===== src/rtl/pcm_mm_arbiter.sv =====
// pcm_mm_arbiter: shares one memory-mapped PCM port among NUM_CPU requesters.
// Fixed priority by default; define PCM_MM_ARB_RR_EN for round-robin grants.
module pcm_mm_arbiter #(
  parameter int NUM_CPU  = 4,
  parameter int ADDR_W   = 20,
  parameter int DATA_W   = 16,
  parameter int READ_LAT = 1
) (
  input  logic                      clk,
  input  logic                      reset_n,
  input  logic [NUM_CPU-1:0]        cpu_req,
  input  logic [NUM_CPU-1:0]        cpu_write,
  input  logic [NUM_CPU*ADDR_W-1:0] cpu_addr,
  input  logic [NUM_CPU*DATA_W-1:0] cpu_data_in,
  output logic [NUM_CPU-1:0]        cpu_ready,
  output logic [NUM_CPU*DATA_W-1:0] cpu_data_out,
  output logic [ADDR_W-1:0]         pcm_mem_mm_address,
  output logic                      pcm_mem_mm_chipselect,
  output logic                      pcm_mem_mm_clken,
  output logic                      pcm_mem_mm_write,
  output logic [DATA_W-1:0]         pcm_mem_mm_writedata,
  input  logic [DATA_W-1:0]         pcm_mem_mm_readdata,
  output logic [DATA_W/8-1:0]       pcm_mem_mm_byteenable
);

  localparam int IDX_W = (NUM_CPU > 1) ? $clog2(NUM_CPU) : 1;

  typedef enum logic [1:0] {
    IDLE, ISSUE, WAIT_RD, DONE
  } state_t;

  state_t state_q;
  state_t state_d;

  logic [IDX_W-1:0] gnt_q;
  logic [IDX_W-1:0] sel_idx;
  logic             sel_vld;
  logic             wr_q;
  logic [2:0]       cnt_q;
  logic             rd_last;

  assign rd_last = (cnt_q == 3'(READ_LAT-1));
  assign pcm_mem_mm_byteenable = '1;

`ifdef PCM_MM_ARB_RR_EN
  logic [IDX_W-1:0] ptr_q;
  int               j;

  // search begins one past the last winner
  always_comb begin
    sel_vld = 1'b0;
    sel_idx = '0;
    j       = 0;
    for (int k = 0; k < NUM_CPU; k++) begin
      j = int'(ptr_q) + k;
      if (j >= NUM_CPU) j = j - NUM_CPU;
      if (!sel_vld && cpu_req[IDX_W'(j)]) begin
        sel_vld = 1'b1;
        sel_idx = IDX_W'(j);
      end
    end
  end

  always_ff @(posedge clk or negedge reset_n) begin
    if (!reset_n) begin
      ptr_q <= '0;
    end else if (state_q == IDLE && sel_vld) begin
      if (sel_idx == IDX_W'(NUM_CPU-1)) ptr_q <= '0;
      else ptr_q <= sel_idx + 1'b1;
    end
  end
`else
  always_comb begin
    sel_vld = |cpu_req;
    sel_idx = '0;
    for (int k = NUM_CPU-1; k >= 0; k--) begin
      if (cpu_req[IDX_W'(k)]) sel_idx = IDX_W'(k);
    end
  end
`endif

  always_ff @(posedge clk or negedge reset_n) begin
    if (!reset_n) state_q <= IDLE;
    else          state_q <= state_d;
  end

  always_comb begin
    state_d = state_q;
    unique case (state_q)
      IDLE:    if (sel_vld) state_d = ISSUE;
      ISSUE:   state_d = wr_q ? DONE : WAIT_RD;
      WAIT_RD: if (rd_last) state_d = DONE;
      DONE:    state_d = IDLE;
      default: state_d = IDLE;
    endcase
  end

  // bus fields are loaded once at grant and then frozen
  always_ff @(posedge clk or negedge reset_n) begin
    if (!reset_n) begin
      gnt_q                 <= '0;
      wr_q                  <= 1'b0;
      cnt_q                 <= '0;
      cpu_ready             <= '0;
      cpu_data_out          <= '0;
      pcm_mem_mm_address    <= '0;
      pcm_mem_mm_writedata  <= '0;
      pcm_mem_mm_chipselect <= 1'b0;
      pcm_mem_mm_write      <= 1'b0;
      pcm_mem_mm_clken      <= 1'b0;
    end else begin
      pcm_mem_mm_clken      <= 1'b1;
      pcm_mem_mm_chipselect <= (state_d == ISSUE);
      pcm_mem_mm_write      <= 1'b0;
      cpu_ready             <= '0;
      if (state_q == IDLE && sel_vld) begin
        gnt_q                <= sel_idx;
        wr_q                 <= cpu_write[sel_idx];
        pcm_mem_mm_write     <= cpu_write[sel_idx];
        pcm_mem_mm_address   <=
          cpu_addr[int'(sel_idx)*ADDR_W +: ADDR_W];
        pcm_mem_mm_writedata <=
          cpu_data_in[int'(sel_idx)*DATA_W +: DATA_W];
      end
      cnt_q <= (state_q == WAIT_RD) ? cnt_q + 3'd1 : 3'd0;
      if (state_q == WAIT_RD && rd_last)
        cpu_data_out[int'(gnt_q)*DATA_W +: DATA_W] <=
          pcm_mem_mm_readdata;
      if (state_d == DONE) cpu_ready[gnt_q] <= 1'b1;
    end
  end

endmodule


===== config.mk =====
export PLATFORM = sky130hd
export DESIGN_NAME = pcm_mm_arbiter
export DESIGN_NICKNAME = d
export VERILOG_FILES = /design/src/rtl/pcm_mm_arbiter.sv
export SDC_FILE = /design/constraint.sdc
export NUM_CORES = 1
export LEC_CHECK = 0
export CAP_MARGIN = 20
export CORE_MARGIN = 3
export CORE_UTILIZATION = 34
export CTS_BUF_LIST = sky130_fd_sc_hd__clkbuf_4 sky130_fd_sc_hd__clkbuf_8 sky130_fd_sc_hd__clkbuf_16
export CTS_CLUSTER_DIAMETER = 60
export DETAILED_ROUTE_END_ITERATION = 16
export HOLD_SLACK_MARGIN = 0.08
export PLACE_DENSITY = 0.78
export SLEW_MARGIN = 15
export SYNTH_ARGS = -nofsm -noshare
export SYNTH_HDL_FRONTEND = slang
export SYNTH_SLANG_ARGS = --single-unit

===== constraint.sdc =====
create_clock -name clk -period 2.6 [get_ports clk]
set_clock_uncertainty 0.15 [all_clocks]
set_input_delay 0.26 -clock clk [delete_from_list [all_inputs] [get_ports clk]]
set_output_delay 0.26 -clock clk [all_outputs]
set_load 0.01 [all_outputs]

Yosys cells after proc, flatten, opt, wreduce, memory -nomap -nowiden
Index checks and enable logic that the tools add are counted.
Storage, ports and cells
  bits in latches: 0
  memories: 0
  logic and storage cells: 46
  register bits: 115
  output and inout port bits: 109
  memory bits (read-only): 0
  memory bits (writable): 0
Cells by class
  shift-type cells: 4
  multiply operators: 1
  muxes and demuxes: 14
  equality and inequality tests: 5
  divide/modulo/power cells: 0
  bitwise gates (word level): 0
  reduce and logical (&&, ||, !) cells: 6
  magnitude comparators: 3
  add/sub/neg operators: 2
Operators with widths (number)
  $shiftx A80 B8 Y20: 1
  $bwmux W64: 1
  $shift A16 B33 Y64 const A: 1
  $shiftx A16 B33 Y64: 1
  $shiftx A64 B7 Y16: 1
  $neg A6 Y33: 1
  $mux W2: 4
  $pmux W2 S4: 1
  $eq A2 B2 Y1 const B: 3
  $lt A2 B3 Y1 const B: 2
  $mul A2 B3 Y5 const B: 1
  $eq A2 B1 Y1 const B: 2
  $mux W1: 4
  $mux W4: 1
  $reduce_or A4 Y1: 1
  $add A3 B1 Y3 const B: 1
  $logic_and A1 B1 Y1: 3
  $logic_not A3 Y1: 1
  $mux W3: 1
  $bmux W1 S2: 1
  $demux W1 S2: 1
  $ge A2 B1 Y1 const B: 1
  $logic_not A2 Y1: 1

Depth between registers and ports, before layout
  word-level depth: 5
  mapped depth: 7

Worst setup path before layout
Ideal clock, no wire load.
  kind: flip-flop to flip-flop
  start: register state_q[0]
  end: register cpu_data_out[6]
  period minus slack after synthesis: 1924 ps
  setup time: 125 ps
  path slack: 676 ps
  cell stages (with the launch flop): 8
  required time: 2325 ps
  path buffers: 2
  data arrival time: 1649 ps
  path through: dfrtp_1 > inv_1 > ha_1 > and3b_1 > nor2b_1 > buf_2 > buf_6 > mux2_2
Between the ends
  longest elaborated chain between the ends: 2
RTL lines
  from (decl): line 32  | state_t state_q;
  from (signal assigned): line 84  | else state_q <= state_d;
  $eq A2 B2 Y1: line 126  | if (state_q == WAIT_RD && rd_last)
  $logic_and A1 B1 Y1: line 126
  to (signal, indexed assignment): line 127  | cpu_data_out[int'(gnt_q)*DATA_W +: DATA_W] <=
  to (decl): line 16  | output logic [NUM_CPU*DATA_W-1:0] cpu_data_out,
Every way passes these cells.
A chain may end at the register's enable or synchronous reset.

Final worst setup path
  start: register state_q[0]
  end: register cpu_data_out[11]
The elaborated chain is that of the path after synthesis.

==> metrics <==
clk buf depth 2; Critical Path Source state_q[0]; CP delay by family, top flip-flops; Starting DRT DRC Count 59; remaining antenna violation count 0; dpl ws 0.577 ns; worst skew pair latency 0.34 ns; Pleak 2.48 nW; final net count 651; VDD IR-drop max 0.460 mV; Setup crit end kind register; reg2reg start state_q[0]; drt drc 0; R2R Path End cpu_data_out[11]; Area Growth Syn to Fin 51.7%; GRT Resource Usage Total 13.5%; pins over their slew limit 0; leading cell type in the layout, fill and taps excluded clkdlybuf4s50_1; Yosys warning total 0; HP Class in2async; synth top area cells dfrtp_1, mux2i_1, buf_4; Cell Count Post-Placement 597; CP cell instances inv_1, ha_1, and3b_1, nor2b_1, buf_4, mux2_1; CTS tree built; routed vias 2,661; r2r setup slk 0.55 ns; IO Count 279; final setup TNS 0 ns; flops & latches, synth 80; Starting Density 35.2%; Core ar. 0.0104 mm^2; H-Tree Depth 3; register area share after synthesis 54.9%; die area 0.0120 mm^2; Post-Syn Area 0.00365 mm^2; Finish-stage setup viols 0; Die X 110 um; post-synthesis cell count 305; post-synth cell types 26; Mean Syn Cell Area 12.0 um^2; Worst-path clk slew 0.08 ns; # fillers 914; max frequency 489 MHz; most frequent cells in the layout clkdlybuf4s50_1, dfrtp_1, nand2_1; Post-DP HPWL 6310 um; worst-path fanout max 16; CP peak stage delay 0.43 ns; hold_buf cts 2; RSZ-0062 raised after global routing no; drt first pass iters 6; Finished Layout Cells 616; total power 5.71 mW; R2R depth 6; status completed; CTS Buf Count 9; vias in the first global route 2,736; Buf/Inv on CP 2; Core Rows 37; ant diodes 0; drt via density 4.32; Tightest Pin Transition 0.607 ns; first-pass GRT wire length 12,500 um; crit path launch type register; post-CTS setup buffers 0; initial antenna violation count 0; Die Y 110 um; top cell type's share of synthesized area 54.9%; crit path kind reg2reg; top cell type by total area after synthesis dfrtp_1; routability cong. 0.701; final worst slack 0.553 ns; post-cts sizing count 0; CP Data Required Time 2.67 ns; CTS root buf clkbuf_8; share of cells above drive strength 1 10.4%; max_slew headroom 59.5%; Hold Violations, Final 0; port bufs 168; fin crit period 2.05 ns; grt ovf 0; max-capacitance violation count 0; DR WL/cell 13.4 um; largest net degree at the start of global routing 81; PwrDens 1030 mW/mm^2; slowest CP cell dfrtp_1; Routed Wire Length 8260 um; period utilisation layout 78.7%; CTS Sinks 80; Worst Path Arrival 2.11 ns
-- cell usage after synthesis, drive strengths merged --
cell type / count
dfrtp: 80
buf: 48
nand2: 39
mux2i: 37
o21ai: 37
mux2: 32
ha: 6
inv: 6
clkbuf: 3
nor2: 3
and2: 2
conb: 2
nor2b: 2
a21o: 1
a221o: 1
and3b: 1
nor3b: 1
o32ai: 1
o41ai: 1
or4: 1
xor2: 1
-- per-layer routing --
metal,vias to the layer above,GRT usage [%],routed length (um)
met5,-,0,0
li1,1300,-,-
met2,145,23.4,4040
met4,0,5.88,99
met1,1208,14.0,3060
met3,8,5.93,1060
-- flip-flops by register name, indices dropped and copies added (netlist names) --
signal                 cells
pcm_mem_mm_chipselect      1
gnt_q                      1
pcm_mem_mm_address        20
pcm_mem_mm_writedata      16
pcm_mem_mm_clken           1
cnt_q                      3
wr_q                       1
state_q                    2
pcm_mem_mm_write           1
cpu_ready                  2
cpu_data_out              32
-- per-stage QoR --
stage / hold slack (ns) / util, % / area (um^2)
final: 0.261 / 53.4 / 5540
after global routing: 0.282 / 53.4 / 5540
after CTS: 0.321 / 53.2 / 5520
after detailed placement: 0.307 / 51.3 / 5320
after global placement: 0.295 / 51.3 / 5320
after floorplan: -0.186 / - / 3780
-- final cells by class --
class                           count  area [um^2]  share of cell area [%]
Tap cell                          136          170                    3.07
Sequential cell                    80         2000                    36.2
Multi-Input combinational cell    203         1410                    25.4
Clock inverter                      7         56.3                    1.02
Clock buffer                        9          124                    2.24
Timing Repair Buffer              175         1760                    31.7
Inverter                            6         22.5                   0.407
-- worst reg2reg max path, cell delays in order, from the launching register on --
cell and delay (ns):
dfrtp_1 0.43, inv_1 0.12, ha_1 0.23, and3b_1 0.23, nor2b_1 0.14, buf_4 0.25
mux2_1 0.37
-- worst max-delay path by stage --
stage	endpoint	slack, ns	depth (start not counted)
global route	cpu_data_out[6]	0.42	6
detailed placement	cpu_data_out[6]	0.58	6
CTS	cpu_data_out[6]	0.56	6
finish	cpu_data_out[11]	0.55	6
global placement	cpu_data_out[7]	0.61	6
floorplan	cpu_data_out[6]	0.68	7
-- power breakdown --
part | switching (mW) | leakage (nW) | total [mW] | internal [mW]
Clock | 0.463 | 0.0785 | 0.817 | 0.354
Combinational | 1.16 | 1.43 | 2.74 | 1.59
Sequential | 0.303 | 0.972 | 2.15 | 1.85
Total | 1.92 | 2.48 | 5.71 | 3.79
-- cell families (layout without fill, tap and decap cells) --
kind of cell / count (synthesis) / in the layout / synth area share [%]
adder cells (fa/ha/maj): 6 / 6 / 2.06
AO/OA/AOI/OAI: 41 / 41 / 6.45
XOR/XNOR: 1 / 1 / 0.240
AND/OR/NAND/NOR: 49 / 49 / 5.66
flip-flops: 80 / 80 / 54.9
other: 2 / 37 / 0.206
buffers and inverters: 57 / 197 / 10.5
multiplexers: 69 / 69 / 20.0
Power figures use the tool's default switching activity.
